==> src/rtl/lcd_pkg.sv <==
// Shared LCD definitions: HD44780 command bytes, ASCII codes, arbiter state encoding
// and small helpers for command classification and the power-up init table.
package lcd_pkg;

  localparam logic [7:0] LCD_FUNC_SET = 8'h3C;
  localparam logic [7:0] LCD_DISP_ON  = 8'h0C;
  localparam logic [7:0] LCD_ENTRY    = 8'h06;
  localparam logic [7:0] LCD_CLEAR    = 8'h01;
  localparam logic [7:0] LCD_HOME     = 8'h02;
  localparam logic [7:0] LCD_LINE1    = 8'h80;
  localparam logic [7:0] LCD_LINE2    = 8'hC0;

  localparam logic [7:0] ASCII_0      = 8'h30;
  localparam logic [7:0] ASCII_9      = 8'h39;
  localparam logic [7:0] ASCII_PLUS   = 8'h2B;
  localparam logic [7:0] ASCII_MINUS  = 8'h2D;
  localparam logic [7:0] ASCII_EQUAL  = 8'h3D;
  localparam logic [7:0] ASCII_BLANK  = 8'h20;

  localparam int INIT_LEN = 4;

  typedef enum logic [2:0] {
    ST_PWR_WAIT,
    ST_SETUP,
    ST_E_HIGH,
    ST_HOLD,
    ST_EXEC_WAIT,
    ST_IDLE
  } lcd_state_e;

  function automatic logic [7:0] ascii_digit(input logic [3:0] d);
    return ASCII_0 + {4'h0, d};
  endfunction

  // Clear/home (command bytes 0x01..0x03) need the long execution wait.
  function automatic logic is_long_cmd(input logic rs, input logic [7:0] d);
    return (!rs) && (d[7:2] == 6'd0) && (d[1:0] != 2'd0);
  endfunction

  function automatic logic [7:0] init_cmd(input logic [1:0] idx);
    case (idx)
      2'd0:    return LCD_FUNC_SET;
      2'd1:    return LCD_DISP_ON;
      2'd2:    return LCD_ENTRY;
      default: return LCD_CLEAR;
    endcase
  endfunction

endpackage

==> src/rtl/lcd_write_arbiter_if.sv <==
// Two-requester write handshake into the LCD arbiter (req/rs/data held until gnt).
interface lcd_write_arbiter_if;
  logic       req0;
  logic       rs0;
  logic [7:0] data0;
  logic       gnt0;
  logic       req1;
  logic       rs1;
  logic [7:0] data1;
  logic       gnt1;

  modport master (output req0, rs0, data0, req1, rs1, data1, input gnt0, gnt1);
  modport slave  (input req0, rs0, data0, req1, rs1, data1, output gnt0, gnt1);
endinterface

==> src/rtl/lcd_tick_gen.sv <==
// Timing prescaler: one-cycle tick every DIV clocks, on the counter wrap.
module lcd_tick_gen #(
  parameter int DIV = 10
) (
  input  logic clk,
  input  logic rst,
  output logic tick
);

  localparam int CW = (DIV > 1) ? $clog2(DIV) : 1;

  logic [CW-1:0] cnt_reg;

  always_ff @(posedge clk) begin
    if (rst) begin
      cnt_reg <= '0;
    end else if (cnt_reg == CW'(DIV - 1)) begin
      cnt_reg <= '0;
    end else begin
      cnt_reg <= cnt_reg + 1'b1;
    end
  end

  assign tick = (cnt_reg == CW'(DIV - 1));

endmodule

==> src/rtl/lcd_write_arbiter.sv <==
// Character-LCD bus owner: HD44780 power-up init, then req/gnt sharing between two writers.
// Define LCD_ARB_FIXED_PRIO_EN for fixed priority (requester 0 wins); default is round-robin.
module lcd_write_arbiter
  import lcd_pkg::*;
#(
  parameter int DIV             = 10,
  parameter int PWRUP_TICKS     = 70,
  parameter int E_TICKS         = 1,
  parameter int EXEC_TICKS      = 20,
  parameter int LONG_EXEC_TICKS = 200
) (
  input  logic                clk,
  input  logic                rst,
  lcd_write_arbiter_if.slave  bus,
  output logic                init_done,
  output logic                busy,
  output logic                lcd_e,
  output logic                lcd_rs,
  output logic                lcd_rw,
  output logic [7:0]          lcd_data
);

  logic        tick;
  lcd_state_e  state_reg, state_next;
  logic [15:0] timer_reg, timer_next;
  logic [15:0] target;
  logic [1:0]  init_idx_reg, init_idx_next;
  logic        init_done_reg, init_done_next;
  logic        rr_last_reg, rr_last_next;
  logic        rs_lat_reg, rs_lat_next;
  logic [7:0]  data_lat_reg, data_lat_next;
  logic        gnt0_reg, gnt0_next;
  logic        gnt1_reg, gnt1_next;
  logic        sync_reg, sync_next;
  logic        adv;
  logic        grant0, grant1;

  lcd_tick_gen #(.DIV(DIV)) u_tick (
    .clk  (clk),
    .rst  (rst),
    .tick (tick)
  );

  always_comb begin
    case (state_reg)
      ST_PWR_WAIT:  target = 16'(PWRUP_TICKS);
      ST_E_HIGH:    target = 16'(E_TICKS);
      ST_EXEC_WAIT: target = is_long_cmd(rs_lat_reg, data_lat_reg) ?
                             16'(LONG_EXEC_TICKS) : 16'(EXEC_TICKS);
      default:      target = 16'd1;
    endcase
  end

  // A write granted from IDLE is off-phase with the prescaler, so the first tick
  // only aligns SETUP (sync_reg) and SETUP then lasts one full tick.
  assign adv = tick && !sync_reg && (timer_reg == target - 16'd1);

`ifdef LCD_ARB_FIXED_PRIO_EN
  assign grant0 = bus.req0;
`else
  assign grant0 = bus.req0 && (!bus.req1 || rr_last_reg);
`endif
  assign grant1 = bus.req1 && !grant0;

  always_comb begin
    state_next     = state_reg;
    timer_next     = timer_reg;
    init_idx_next  = init_idx_reg;
    init_done_next = init_done_reg;
    rr_last_next   = rr_last_reg;
    rs_lat_next    = rs_lat_reg;
    data_lat_next  = data_lat_reg;
    gnt0_next      = 1'b0;
    gnt1_next      = 1'b0;
    sync_next      = sync_reg;

    if (state_reg != ST_IDLE && tick) begin
      if (sync_reg) begin
        sync_next = 1'b0;
      end else if (adv) begin
        timer_next = 16'd0;
      end else begin
        timer_next = timer_reg + 16'd1;
      end
    end

    case (state_reg)
      ST_PWR_WAIT: begin
        if (adv) begin
          state_next    = ST_SETUP;
          init_idx_next = 2'd0;
          rs_lat_next   = 1'b0;
          data_lat_next = init_cmd(2'd0);
        end
      end
      ST_SETUP:  if (adv) state_next = ST_E_HIGH;
      ST_E_HIGH: if (adv) state_next = ST_HOLD;
      ST_HOLD:   if (adv) state_next = ST_EXEC_WAIT;
      ST_EXEC_WAIT: begin
        if (adv) begin
          if (!init_done_reg && init_idx_reg != 2'(INIT_LEN - 1)) begin
            state_next    = ST_SETUP;
            init_idx_next = init_idx_reg + 2'd1;
            rs_lat_next   = 1'b0;
            data_lat_next = init_cmd(init_idx_reg + 2'd1);
          end else begin
            state_next     = ST_IDLE;
            init_done_next = 1'b1;
          end
        end
      end
      ST_IDLE: begin
        if (init_done_reg && (grant0 || grant1)) begin
          state_next    = ST_SETUP;
          timer_next    = 16'd0;
          sync_next     = 1'b1;
          gnt0_next     = grant0;
          gnt1_next     = grant1;
          rr_last_next  = grant1;
          rs_lat_next   = grant0 ? bus.rs0 : bus.rs1;
          data_lat_next = grant0 ? bus.data0 : bus.data1;
        end
      end
      default: state_next = ST_PWR_WAIT;
    endcase
  end

  always_ff @(posedge clk) begin
    if (rst) begin
      state_reg     <= ST_PWR_WAIT;
      timer_reg     <= 16'd0;
      init_idx_reg  <= 2'd0;
      init_done_reg <= 1'b0;
      rr_last_reg   <= 1'b1;
      rs_lat_reg    <= 1'b0;
      data_lat_reg  <= 8'h00;
      gnt0_reg      <= 1'b0;
      gnt1_reg      <= 1'b0;
      sync_reg      <= 1'b0;
    end else begin
      state_reg     <= state_next;
      timer_reg     <= timer_next;
      init_idx_reg  <= init_idx_next;
      init_done_reg <= init_done_next;
      rr_last_reg   <= rr_last_next;
      rs_lat_reg    <= rs_lat_next;
      data_lat_reg  <= data_lat_next;
      gnt0_reg      <= gnt0_next;
      gnt1_reg      <= gnt1_next;
      sync_reg      <= sync_next;
    end
  end

  assign bus.gnt0  = gnt0_reg;
  assign bus.gnt1  = gnt1_reg;
  assign init_done = init_done_reg;
  assign busy      = (state_reg != ST_IDLE);
  assign lcd_e     = (state_reg == ST_E_HIGH);
  assign lcd_rs    = rs_lat_reg;
  assign lcd_rw    = 1'b0;
  assign lcd_data  = data_lat_reg;

endmodule
==> src/flat_wrapper.sv <==
// flat-port wrapper written by rule: the top's interface ports become plain ports
module lcd_write_arbiter_flat import lcd_pkg::*;
#(
  parameter int DIV             = 10,
  parameter int PWRUP_TICKS     = 70,
  parameter int E_TICKS         = 1,
  parameter int EXEC_TICKS      = 20,
  parameter int LONG_EXEC_TICKS = 200
)
  (clk, rst, init_done, busy, lcd_e, lcd_rs, lcd_rw, lcd_data, bus_req0, bus_rs0, bus_data0, bus_req1, bus_rs1, bus_data1, bus_gnt0, bus_gnt1);
  lcd_write_arbiter_if bus_i ();
  input  logic clk;
  input  logic rst;
  output logic init_done;
  output logic busy;
  output logic lcd_e;
  output logic lcd_rs;
  output logic lcd_rw;
  output logic [7:0] lcd_data;
  input wire logic [$bits(bus_i.req0)-1:0] bus_req0;
  input wire logic [$bits(bus_i.rs0)-1:0] bus_rs0;
  input wire logic [$bits(bus_i.data0)-1:0] bus_data0;
  input wire logic [$bits(bus_i.req1)-1:0] bus_req1;
  input wire logic [$bits(bus_i.rs1)-1:0] bus_rs1;
  input wire logic [$bits(bus_i.data1)-1:0] bus_data1;
  output wire logic [$bits(bus_i.gnt0)-1:0] bus_gnt0;
  output wire logic [$bits(bus_i.gnt1)-1:0] bus_gnt1;
  assign bus_i.req0 = bus_req0;
  assign bus_i.rs0 = bus_rs0;
  assign bus_i.data0 = bus_data0;
  assign bus_i.req1 = bus_req1;
  assign bus_i.rs1 = bus_rs1;
  assign bus_i.data1 = bus_data1;
  assign bus_gnt0 = bus_i.gnt0;
  assign bus_gnt1 = bus_i.gnt1;
  lcd_write_arbiter #(.DIV(DIV), .PWRUP_TICKS(PWRUP_TICKS), .E_TICKS(E_TICKS), .EXEC_TICKS(EXEC_TICKS), .LONG_EXEC_TICKS(LONG_EXEC_TICKS)) u_core (.clk(clk), .rst(rst), .bus(bus_i), .init_done(init_done), .busy(busy), .lcd_e(lcd_e), .lcd_rs(lcd_rs), .lcd_rw(lcd_rw), .lcd_data(lcd_data));
endmodule
==> config.mk <==
export PLATFORM = sky130hd
export DESIGN_NAME = lcd_write_arbiter_flat
export DESIGN_NICKNAME = d
export VERILOG_FILES = /design/src/rtl/lcd_pkg.sv /design/src/rtl/lcd_write_arbiter_if.sv /design/src/rtl/lcd_tick_gen.sv /design/src/rtl/lcd_write_arbiter.sv /design/src/flat_wrapper.sv
export SDC_FILE = /design/constraint.sdc
export NUM_CORES = 1
export LEC_CHECK = 0
export BUFFER_PORTS_ARGS = -buffer_cell sky130_fd_sc_hd__buf_2
export CORE_MARGIN = 5
export CORE_UTILIZATION = 50
export CTS_BUF_LIST = sky130_fd_sc_hd__clkbuf_16
export DETAILED_ROUTE_END_ITERATION = 7
export PLACE_DENSITY = 0.72
export SYNTH_ARGS = -nofsm -noshare
export SYNTH_HDL_FRONTEND = slang
export SYNTH_HIERARCHICAL = 1
export SYNTH_SLANG_ARGS = --single-unit
==> constraint.sdc <==
create_clock -name clk -period 2.8 [get_ports clk]
set_clock_uncertainty 0.2 [all_clocks]
set_input_delay 0.28 -clock clk [delete_from_list [all_inputs] [get_ports clk]]
set_output_delay 0.28 -clock clk [all_outputs]
set_load 0.02 [all_outputs]
-- Word-level counts from Yosys, hierarchy flattened
Index checks and enable logic that the tools add are counted.
Widths: inputs -> output; s select.
- bits in registers: 39
- latch bits: 0
- RAM bits: 0
- ROM bits: 0
- input port bits: 22
- output and inout port bits: 15
- logic and storage cells: 100
- memories: 0
- add/subtract/negate cells: 4
- multiply operators: 0
- divide/modulo/power cells: 0
- $lt $le $gt $ge: 0
- eq/ne operators: 18
- shifts and indexed selects: 0
- multiplexer cells: 35
- bitwise gates (word level): 3
- reduce and logical (&&, ||, !) cells: 29
- operators by type and width (cell ; count):
    $mux 16 ; 5
    $mux 8 ; 6
    $pmux 16 s2 ; 1
    $pmux 8 s3 ; 1
    $mux 3 ; 7
    $pmux 3 s6 ; 1
    $pmux 6 s3 ; 1
    $add 16x1->16 const B ; 1
    $eq 16x16->1 ; 1
    $sub 16x1->16 const B ; 1
    $ne 2x1->1 const B ; 7
    $logic_and 1x1->1 ; 9
    $mux 1 ; 8
    $eq 3x2->1 const B ; 2
    $eq 3x3->1 const B ; 2
    $logic_not 6->1 ; 1
    $mux 2 ; 3
    $reduce_and 6->1 ; 1
    $logic_not 1->1 ; 5
    $reduce_and 5->1 ; 1
    $add 4x1->4 const B ; 1
    $eq 4x4->1 const B ; 1
    $pmux 2 s2 ; 1
    $reduce_and 4->1 ; 1
    other kinds (17) ; 21

-- Logic depth before layout (Yosys ltp)
Gate-level depths: netlist of run 1.
- word-level depth: 13
- depth in mapped cells: 11
- mapped depth without buffers: 10

-- Modules after synthesis
Netlist of run 1, hierarchy kept.
- modules (own cells, without submodules) (module ; times used ; cells an instance ; area each (sq um) ; seq. area each (sq um)):
    lcd_write_arbiter ; 1 ; 255 ; 2132.0 ; 700.7
    lcd_tick_gen ; 1 ; 20 ; 183.9 ; 80.1

-- Least setup slack after synthesis of run 1
OpenSTA, ideal clock, no wires.
- path type: register to register
- from: reg u_core.data_lat_reg[2] (netlist: u_core/lcd_data[2])
- to: reg u_core.data_lat_reg[0] (netlist: u_core/lcd_data[0])
- library setup time: 121 ps
- arrival time: 2694 ps
- required time: 2479 ps
- slack: -216 ps
- cell stages (with the launch flop): 8
- buffers on the path: 1
- clock period less this slack: 3016 ps
- cell sequence: dfxtp_1 or4_4 or3_4 o311ai_2 o221ai_2 a221o_1 buf_6 mux2_4
- cells in the longest elaborated chain, start to end: 10
- elaborated cells on any way between the ends: 11
- those cells by class: 1 x add/sub; 3 x eq/ne; 2 x mux; 5 x reduce/logical
- RTL lines (item ; line ; RTL):
    start: declaration ; lcd_write_arbiter.sv:31 ; logic [7:0] data_lat_reg, data_lat_next;
    start signal: assignment ; lcd_write_arbiter.sv:147 ; data_lat_reg <= data_lat_next;
    $logic_not 6->1 * ; lcd_pkg.sv:37 ; return (!rs) && (d[7:2] == 6'd0) && (d[1:0] != 2'd0);
    $logic_and 1x1->1 * (2 in series) ; lcd_pkg.sv:37 ;
    $mux 8 * ; lcd_write_arbiter.sv:48 ; ST_EXEC_WAIT: target = is_long_cmd(rs_lat_reg, data_lat_reg) ?
    $pmux 16 s2 * ; lcd_write_arbiter.sv:45 ; case (state_reg)
    $sub 16x1->16 * ; lcd_write_arbiter.sv:56 ; assign adv = tick && !sync_reg && (timer_reg == target - 16'd1);
    $eq 16x16->1 * ; lcd_write_arbiter.sv:56 ;
    $logic_and 1x1->1 * ; lcd_write_arbiter.sv:56 ;
    $ne 2x1->1 (no line) ; n/a ;
    $reduce_and 5->1 (no line) * ; n/a ;
Every way passes the cells marked *; elsewhere a longest branch is shown, timed or not.
A chain may end at the register's enable or synchronous reset.

-- Worst setup path after layout of run 1
- from: reg u_core.rs_lat_reg (netlist: u_core/lcd_rs)
- to: reg u_core.data_lat_reg[3] (netlist: u_core/lcd_data[3])
- cells in the longest elaborated chain, start to end: 10
- elaborated cells on any way between the ends: 11
- those cells by class: 1 x add/sub; 3 x eq/ne; 2 x mux; 5 x reduce/logical
- RTL lines (item ; line ; RTL):
    start: declaration ; lcd_write_arbiter.sv:30 ; logic rs_lat_reg, rs_lat_next;
    start signal: assignment ; lcd_write_arbiter.sv:146 ; rs_lat_reg <= rs_lat_next;
    $logic_not 1->1 * ; lcd_pkg.sv:37 ;
    $logic_and 1x1->1 * (2 in series) ; lcd_pkg.sv:37 ;
    $mux 8 * ; lcd_write_arbiter.sv:48 ;
    $pmux 16 s2 * ; lcd_write_arbiter.sv:45 ;
    $sub 16x1->16 * ; lcd_write_arbiter.sv:56 ;
    $eq 16x16->1 * ; lcd_write_arbiter.sv:56 ;
    $logic_and 1x1->1 * ; lcd_write_arbiter.sv:56 ;
    $ne 2x1->1 (no line) ; n/a ;
    $reduce_and 5->1 (no line) * ; n/a ;
Marks and branches as above.

==> results of run 1 <==
==> cells in the mapped netlist, types with 4 or more instances <==
| master | n |
|---|---|
| nand2b_1 | 7 |
| clkbuf_1 | 12 |
| xnor2_1 | 6 |
| mux2i_1 | 12 |
| o21ai_0 | 9 |
| dfxtp_1 | 39 |
| nand3_1 | 12 |
| nand2_1 | 23 |
| nor4_1 | 6 |
| ha_1 | 7 |
| nor2_1 | 29 |
| nor3_1 | 10 |
| o22ai_1 | 4 |
| mux2_2 | 5 |
| inv_1 | 7 |
| nor2b_1 | 7 |
| mux2_4 | 4 |
| xor2_1 | 6 |
| a21oi_1 | 13 |
==> kinds of logic after synthesis <==
logic type	count (synthesis)	share of synthesized area [%]
AOI/OAI and AO/OA	51	15.34
xor gates and xnor gates	12	4.538
adders and majority gates	7	3.782
buffers and inverters	23	4.268
DFF	39	33.71
muxes	21	10.21
other	1	0.1619
and+or+nand+nor	121	27.98
==> per-layer routing <==
metal | global-route usage [%] | vias up
met3 | 4.348 | 14
met5 | 0 | -
li1 | - | 1099
met1 | 27.42 | 1052
met2 | 30.13 | 62
met4 | 7.432 | 0
==> area by class of cell <==
cell class / instances / area share, %
repair buffers: 67 / 13.94
flip-flops and latches: 39 / 26.05
clock buffers: 5 / 4.148
well taps: 52 / 2.157
multi-input cells: 213 / 52.43
clock inverters: 3 / 0.4148
inverters: 7 / 0.8710
==> where the power goes <==
part / switching [W] / leakage (nW) / internal (W)
sequential: 0.00000390 / 0.316 / 0.000559
clock: 0.000207 / 0.0762 / 0.000321
combinational: 0.0000342 / 0.853 / 0.0000366
==> critical path, stage by stage, from the launching register on <==
cell,delay [ps]
dfxtp_2,310
or4_4,570
or3_4,370
o311ai_4,270
o221ai_4,160
a221o_2,460
mux2_4,320
==> metrics by stage <==
step | instance area [um2] | std cells | setup slack [ps] | power [W] | hold WS, ps
global placement | 2735 | 371 | 15.72 | 0.0006352 | 242.8
CTS | 2923 | 382 | -4.218 | 0.001163 | 53.07
global route | 3017 | 386 | -109.6 | 0.001208 | 71.39
detailed placement | 2735 | 371 | -12.09 | 0.0006374 | 247.5
floorplan | 2380 | 275 | -32.65 | 0.0006089 | 149.1
finish | 3017 | 386 | 19.83 | 0.001162 | 51.92
==> how the worst max path moves through the flow <==
stage                                  start              endpoint  slack, ps  depth (start not counted)
CTS                            u_core/lcd_rs    u_core/lcd_data[3]         -4                          6
detailed placement  u_core/u_tick/cnt_reg[1]    u_core/lcd_data[4]        -10                         11
global route        u_core/u_tick/cnt_reg[1]    u_core/lcd_data[4]       -110                         11
global placement               u_core/lcd_rs  u_core/timer_reg[13]         20                          8
floorplan                      u_core/lcd_rs    u_core/lcd_data[0]        -30                          7
finish                         u_core/lcd_rs    u_core/lcd_data[3]         20                          6
==> timing repair <==
action,CTS,global route
endpoints found under the hold margin,0,0
cloned,0,1
gates resized for setup,6,18
setup buffers,3,3
pin swaps,4,8
endpoints found under the setup margin,19,24
==> summary.md, run 1 <==
| Metric | Value |
|---|---|
| Top Metal Used | met4 |
| Gr ovfl total | 0 |
| Worst-path fanout max | 5 |
| Critical Path RT | between 2000 and 3000 ps |
| Post-detail-place hpwl | between 4000 and 5000 um |
| Nets | ~360 |
| CP arrival | between 2000 and 3000 ps |
| Routed Antenna Nets | 0 |
| Reg2reg path depth | 6 |
| Outcome | finished, final reports clean |
| I/O pins | 37 |
| Max Clk Rate | 359.7 MHz |
| ANT cells | 0 |
| Routed wire length | 6080 um |
| Row count | 24 |
| Fin. max-slew vios | 0 |
| Synth Area per Inst | between 8 and 9 um2 |
| Clock transition at path regs | 50 ps |
| Hold_buf cts | 0 |
| Max cap viols | 0 |
| Number of synthesized flops with an enable pin | 0 |
| Hold WC Path Type | in -> reg |
| Seq cells post-synth | 39 |
| Relative slew slack | 64.11% |
| Number of synthesis warnings | 6 |
| Detailed-router iteration count before antenna repair | 4 |
| Leading cell types in the layout, fill and taps excluded | 36 x buf_2, 35 x dfxtp_1, 29 x buf_4, 28 x nor2_1, 22 x nand2_1 |
| DR WL/cell | between 15 and 20 um |
| Root Driver | clkbuf_16 |
| All-Layer GR Usage | approximately a fifth |
| Number of setup violations in the final report | 0 |
| Setup_tns | 0 ps |
| Die ar. | approximately 0.0061 mm2 |
| Min Clock Period, post-route | around 2800 ps |
| Yosys cell types | 59 |
| Routability Congestion | about 0.84 |
| Max FFs per register | 16 |
| Hold path endpoint | u_core/u_tick/cnt_reg[2] |
| HP Start | rst |
| Slew @ Worst Pin | roughly 540 ps |
| Period Utilization, post-route | between 90% and 100% |
| Initial drt markers | roughly 150 |
| Fillers | between 300 and 400 |
| Worst Hold Path Cells | 2 |
| Flop-to-flop setup slack | roughly 20 ps |
| DRT met1 WL | between 2000 and 3000 um |
| Antenna violations before repair | 0 |
| Top FF cell, synth | dfxtp_1 |
| DRC | 0 |
| Vias in the first global route | around 2100 |
| Port Buffers | 35 |
| Max clock buf depth | 2 |
| Cell type with the largest total area after synthesis | dfxtp_1 |
| Leak | 1.246 nW |
| Reg-to-reg critical path endpoint | u_core/lcd_data[3] |
| Post-synthesis sequential area ratio | approximately 34% |
| Unrepaired setup endpoints after global routing | true |
| Largest net degree at the start of global routing | 27 |
| Core area | 0.004414 mm2 |
| H-tree levels | 2 |
| Starting density of the core | a little over half |
| Met3 WL | between 300 and 400 um |
| Hold Vio Cnt, Final | 0 |
| CTS Sinks | 39 |
| Fin util | approximately 70% |
| Die Width | roughly 78 um |
| Commonest non-fill, non-tap cell in the layout | buf_2 |
| Ys async rst share | 0% |
| Crit. End Element | flop |
| Register area | around 800 um2 |
| Area occupied by multi-input gates | approximately 0.0016 mm2 |
| Area Growth Syn to Fin | 30.25% |
| Share of layout cells above drive strength 1 | roughly a third |
| First-pass GRT wire length | roughly 10000 um |
| Met2 wire length | between 2000 and 3000 um |
| Reg2reg start | u_core/lcd_rs |
| TritonCTS clock tree | yes |
| Cell Pwr Density | 385.3 mW/mm2 |
| Mapped Nets | 304 |
| Die H | between 70 and 80 um |
| Post-Syn Instances | approximately 280 |
| CTS Buf Count | 5 |
| Clk Latency, worst-skew pair | roughly 280 ps |
| Mapped Area | between 0.002 and 0.0025 mm2 |
| Vias per cell | 5.769 |
| Worst vdd ir | between 0.4 and 0.5 mV |
| Synth top area cells | dfxtp_1 34%, mux2i_1 5.2%, nor2_1 4.7%, ha_1 3.8%, nand2_1 3.7% |
| Critical path class | reg -> reg |
| Via count | 2227 |
| Synth top area share | between 30% and 40% |
| Startpoint class of the critical path | flop |
(Power assumes the default switching activity.)
==> run 2, diff against run 1 <==
- SETUP_SLACK_MARGIN: default -> 0.4
==> run 2 against run 1 <==
Effect of this change: the flow now finishes with violations (negative setup slack); sequential cell count unchanged; clock-buffer cell count unchanged; critical path depth unchanged; first-iteration DRC count decreased by 17%; critical path type unchanged; highest routed layer unchanged.
==> summary.md, run 2 (same netlist as run 1, synthesis figures left out) <==
| Metric | Value |
|---|---|
| Worst vdd ir | 0.3002 mV |
| Critical path buffers and inverters | 0 |
| Clock transition at path regs | about 60 ps |
| Critical-path top delay cell | or4_4 |
| Place WS | -91.41 ps |
| CTS Sinks | 39 |
| Gr ovfl total | 0 |
| Die H | ~78 um |
| Area Growth Syn to Fin | 38.57% |
| Initial drt markers | about 120 |
| H-tree levels | 2 |
| ANT cells | 0 |
| Vias per cell | between 5 and 6 |
| Critical path class | reg -> reg |
| Clk Latency, worst-skew pair | approximately 280 ps |
| Crit. End Element | flop |
| Total power draw | around 0.0013 W |
| Fin util | between 70 and 80% |
| Row count | 24 |
| Worst setup margin | -23.32 ps |
| Outcome | complete, but fails checks |
| I/O pins | 37 |
| Min Clock Period, post-route | ~2800 ps |
| Slowest stage delay, CP | 570 ps |
| Relative slew slack | 62.90% |
| Routability Congestion | 0.8199 |
| Cell Pwr Density | between 400 and 500 mW/mm2 |
| Area occupied by multi-input gates | 0.001694 mm2 |
| Max clock buf depth | 2 |
| Nets | 365 |
| Hold WC Path Type | in -> reg |
| Fillers | 330 |
| Unrepaired setup endpoints after global routing | true |
| Hold_buf cts | 0 |
| Setup_tns | -93.05 ps |
| Beginning of the critical path | u_core/lcd_rs |
| Vias in the first global route | between 2000 and 2500 |
| Largest net degree at the start of global routing | 31 |
| CTS Buf Count | 5 |
| Starting density of the core | between 50% and 60% |
| Die ar. | 0.006093 mm2 |
| Routed wire length | roughly 6300 um |
| Root Driver | clkbuf_16 |
| Startpoint class of the critical path | flop |
| Critical Path RT | between 2000 and 3000 ps |
| Routed Antenna Nets | 0 |
| Port Buffers | 35 |
| All-Layer GR Usage | between 10% and 20% |
| Detailed-router iteration count before antenna repair | 4 |
| Period Utilization, post-route | 100.8% |
| Cell breakdown of the critical path | or4_4, or3_4, o311ai_4, o221ai_4, a221o_2, mux2_4 |
| First-pass GRT wire length | 9397 um |
| TritonCTS clock tree | yes |
| Share of layout cells above drive strength 1 | 40.06% |
| DRC | 0 |
| Core area | 0.004414 mm2 |
| Antenna violations before repair | 0 |
| Leak | ~1.3 nW |
| Via count | about 2300 |
| Number of setup violations in the final report | 5 |
| Die Width | 78.06 um |
| Reg2reg start | u_core/lcd_rs |
| Failing checks | negative setup slack |
| Register area | a little under 800 um2 |
| Max Clk Rate | roughly 350 MHz |
| DR WL/cell | about 16 um |
| Delay-heaviest family, CP | simple AND/OR/NAND/NOR gates |
| Fin. max-slew vios | 0 |
| Max FFs per register | 16 |
| Leading cell types in the layout, fill and taps excluded | 35 x buf_2, 35 x dfxtp_1, 29 x buf_4, 22 x nand2_1, 16 x nor2_1 |
| Post-detail-place hpwl | approximately 4100 um |
| HP Start | bus_req1 |
| Slew @ Worst Pin | around 560 ps |
| CP arrival | ~2800 ps |
| Max cap viols | 0 |
| Hold Vio Cnt, Final | 0 |
| Worst-path fanout max | 6 |
## run 2: changes by cell type in the layout (fill, tap and decap cells not counted), sizes merged
cell / change
buf: +3
bufinv: +1
clkinv: +1
inv: -2
## run 2: repair_timing
action	CTS	global route
gates resized for setup	7	52
buffers inserted	2	6
cloned	0	1
endpoints found under the setup margin	31	31
hold endpoints to repair	0	0
pin swaps	2	13
## run 2: metal layers
layer	vias up	track usage, %	share of wire [%]
met5	-	0	0
met4	0	5.068	1.7
met3	11	4.691	5.8
met2	72	29.22	48
met1	1086	25.18	45
li1	1109	-	-
## run 2: worst register-to-register path: cells and delay by family (launching register included)
| family | cells | cell delay [ps] |
|---|---|---|
| AND/OR/NAND/NOR | 2 | 940 |
| AO/OA/AOI/OAI | 3 | 940 |
| flip-flops | 1 | 320 |
| multiplexers | 1 | 320 |
## run 2: final timing paths
| check | endpoint | slack (ps) | cells past startpoint |
|---|---|---|---|
| setup reg to reg | u_core/lcd_data[1] | -20 | 6 |
| setup / recovery | u_core/lcd_data[1] | -20 | 6 |
| hold / removal | u_core/bus.gnt1 | 60 | 3 |
| hold reg to reg | u_core/rr_last_reg | 280 | 1 |
## run 2: metrics by stage
| step | hold WS [ps] | cell area [um2] | instances |
|---|---|---|---|
| CTS | 57.79 | 2955 | 382 |
| detailed placement | 267.8 | 2743 | 372 |
| finish | 59.37 | 3209 | 389 |
| global route | 74.76 | 3209 | 389 |
| floorplan | 149.1 | 2380 | 275 |
| global placement | 262.5 | 2743 | 372 |
## run 2: layout make-up
cell class	instances	area share [%]
multi-input cells	213	52.79
flip-flops and latches	39	24.48
repair buffers	70	14.62
clock buffers	5	3.899
well taps	52	2.027
clock inverters	3	1.365
inverters	7	0.8187
## run 2: power by group
group	switching (W)	internal [W]	leakage, nW	total (W)
Combinational	0.0000395	0.0000396	0.896	0.0000791
Sequential	0.00000413	0.000559	0.316	0.000563
Clock	0.000230	0.000420	0.0838	0.000650
==> run 3, diff against run 2 <==
- PLACE_DENSITY: 0.72 -> 0.69
- clock period: 2.8 -> 3.1 ns (I/O delays scaled with it)
==> run 3 against run 2 <==
Effect of this change: the run now ends clean; wire length down 7.4%; hold slack improved by 27 ps; via count down 4.7%; maximum frequency shrank 1.0%; critical path type unchanged; critical endpoint is now u_core/lcd_data[0].
==> summary.md, run 3 (same netlist as run 1, synthesis figures left out) <==
| Metric | Value |
|---|---|
| HP Start | bus_req1 |
| Initial drt markers | around 120 |
| Max Clk Rate | between 300 and 400 MHz |
| Leak | 1.241 nW |
| Startpoint class of the critical path | flop |
| First-pass GRT wire length | between 9000 and 10000 um |
| Critical Path RT | 3070 ps |
| Slew @ Worst Pin | 522.2 ps |
| Hold path endpoint | u_core/bus.gnt1 |
| Largest net degree at the start of global routing | 31 |
| Crit. End Element | flop |
| Reg2reg path depth | 6 |
| Place WS | ~110 ps |
| Cell Pwr Density | ~400 mW/mm2 |
| Core area | ~0.0044 mm2 |
| Starting density of the core | between 50% and 60% |
| Root Driver | clkbuf_16 |
| Area Growth Syn to Fin | 32.41% |
| Cell breakdown of the critical path | or4_4, or3_4, o311ai_4, o221ai_4, a221o_2, mux2_4 |
| Critical-path top delay cell | or4_4 |
| H-tree levels | 2 |
| DR WL/cell | between 15 and 20 um |
| Max cap viols | 0 |
| Leading cell types in the layout, fill and taps excluded | 35 x buf_2, 35 x dfxtp_1, 28 x nor2_1, 25 x buf_4, 21 x nand2_1 |
| Detailed-router iteration count before antenna repair | 4 |
| Hold Vio Cnt, Final | 0 |
| Relative slew slack | 64.92% |
| Clock transition at path regs | around 50 ps |
| Routed wire length | approximately 5800 um |
| Hold WC Path Type | in -> reg |
| Clk Latency, worst-skew pair | about 280 ps |
| Setup_tns | 0 ps |
| Routed Antenna Nets | 0 |
| Gr ovfl total | 0 |
| Vias in the first global route | 1988 |
| Min Clock Period, post-route | roughly 2900 ps |
| Reg2reg start | u_core/lcd_rs |
| Fin. max-slew vios | 0 |
| Flop-to-flop setup slack | about 250 ps |
| Die H | roughly 78 um |
| Via count | between 2000 and 2500 |
| Beginning of the critical path | u_core/lcd_rs |
| Outcome | finished, final reports clean |
| Number of setup violations in the final report | 0 |
| All-Layer GR Usage | between 10% and 20% |
| Max FFs per register | 16 |
| Share of layout cells above drive strength 1 | between 30% and 40% |
| CTS Sinks | 39 |
| Die Width | ~78 um |
| CP arrival | 2820 ps |
| Slowest stage delay, CP | 570 ps |
| Antenna violations before repair | 0 |
| Vias per cell | 5.683 |
| Nets | around 360 |
| Post-detail-place hpwl | about 3900 um |
| Reg-to-reg critical path endpoint | u_core/lcd_data[0] |
| Worst Hold Path Cells | 3 |
| Worst setup margin | around 250 ps |
| CTS Buf Count | 5 |
| Routability Congestion | slightly below 0.9 |
| TritonCTS clock tree | yes |
| Worst-path fanout max | 6 |
| I/O pins | 37 |
| Max clock buf depth | 2 |
| DRC | 0 |
| Critical path class | reg -> reg |
| Worst vdd ir | about 0.26 mV |
| Unrepaired setup endpoints after global routing | true |
| Period Utilization, post-route | between 90 and 100% |
| ANT cells | 0 |
| Row count | 24 |
| Port Buffers | 35 |
| Die ar. | roughly 0.0061 mm2 |
[run 3: worst max-delay path by stage]
stage	end	slack, ps
2_1_floorplan	u_core/lcd_data[0]	270
3_3_place_gp	u_core/lcd_data[2]	200
3_5_place_dp	u_core/lcd_data[0]	110
4_1_cts	u_core/lcd_data[0]	300
5_1_grt	u_core/lcd_data[0]	190
6_report	u_core/lcd_data[0]	250
[run 3: power by group]
part	switching (W)	total, W	internal (W)
Sequential	0.00000432	0.000509	0.000505
Combinational	0.0000302	0.0000626	0.0000324
Clock	0.000193	0.000650	0.000458
Total	0.000227	0.00122	0.000995
[run 3: cell type report]
type	count	area (um2)
clock buffers	5	125.1
well taps	52	65.06
flip-flops and latches	39	788.3
inverters	7	26.28
clock inverters	3	63.81
multi-input cells	213	1602
repair buffers	63	396.6
fillers	358	1348
[run 3: per-stage QoR]
step	utilization (%)	power [W]	hold WS, ps	cell area (um2)	cells
3_5_place_dp	59.75	0.0005697	256.4	2638	358
2_1_floorplan	-	0.0005500	179.1	2380	275
3_3_place_gp	59.75	0.0005690	250.6	2638	358
5_1_grt	69.47	0.001272	95.28	3067	382
6_report	69.47	0.001222	86.18	3067	382
4_1_cts	66.92	0.001223	77.82	2954	377
[run 3: timing repair]
item / 4_1_cts / 5_1_grt
pin swaps: 8 / 6
endpoints found under the setup margin: 24 / 29
cloned: 0 / 1
setup buffers: 11 / 4
hold buffers: 0 / 0
resized for setup: 13 / 18
[run 3: routing by layer]
metal,share of wire [%],GRT usage (%),routed length (um)
met4,1.1,5.068,64
met5,0,0,0
met3,6.0,4.920,350
met2,45,29.72,2634
met1,48,27.05,2791
[run 3: critical path, delay by kind of cell, from the launching register on]
family	cells	cell delay (ps)
compound gates	3	960
flops	1	320
mux	1	320
simple gates	2	940
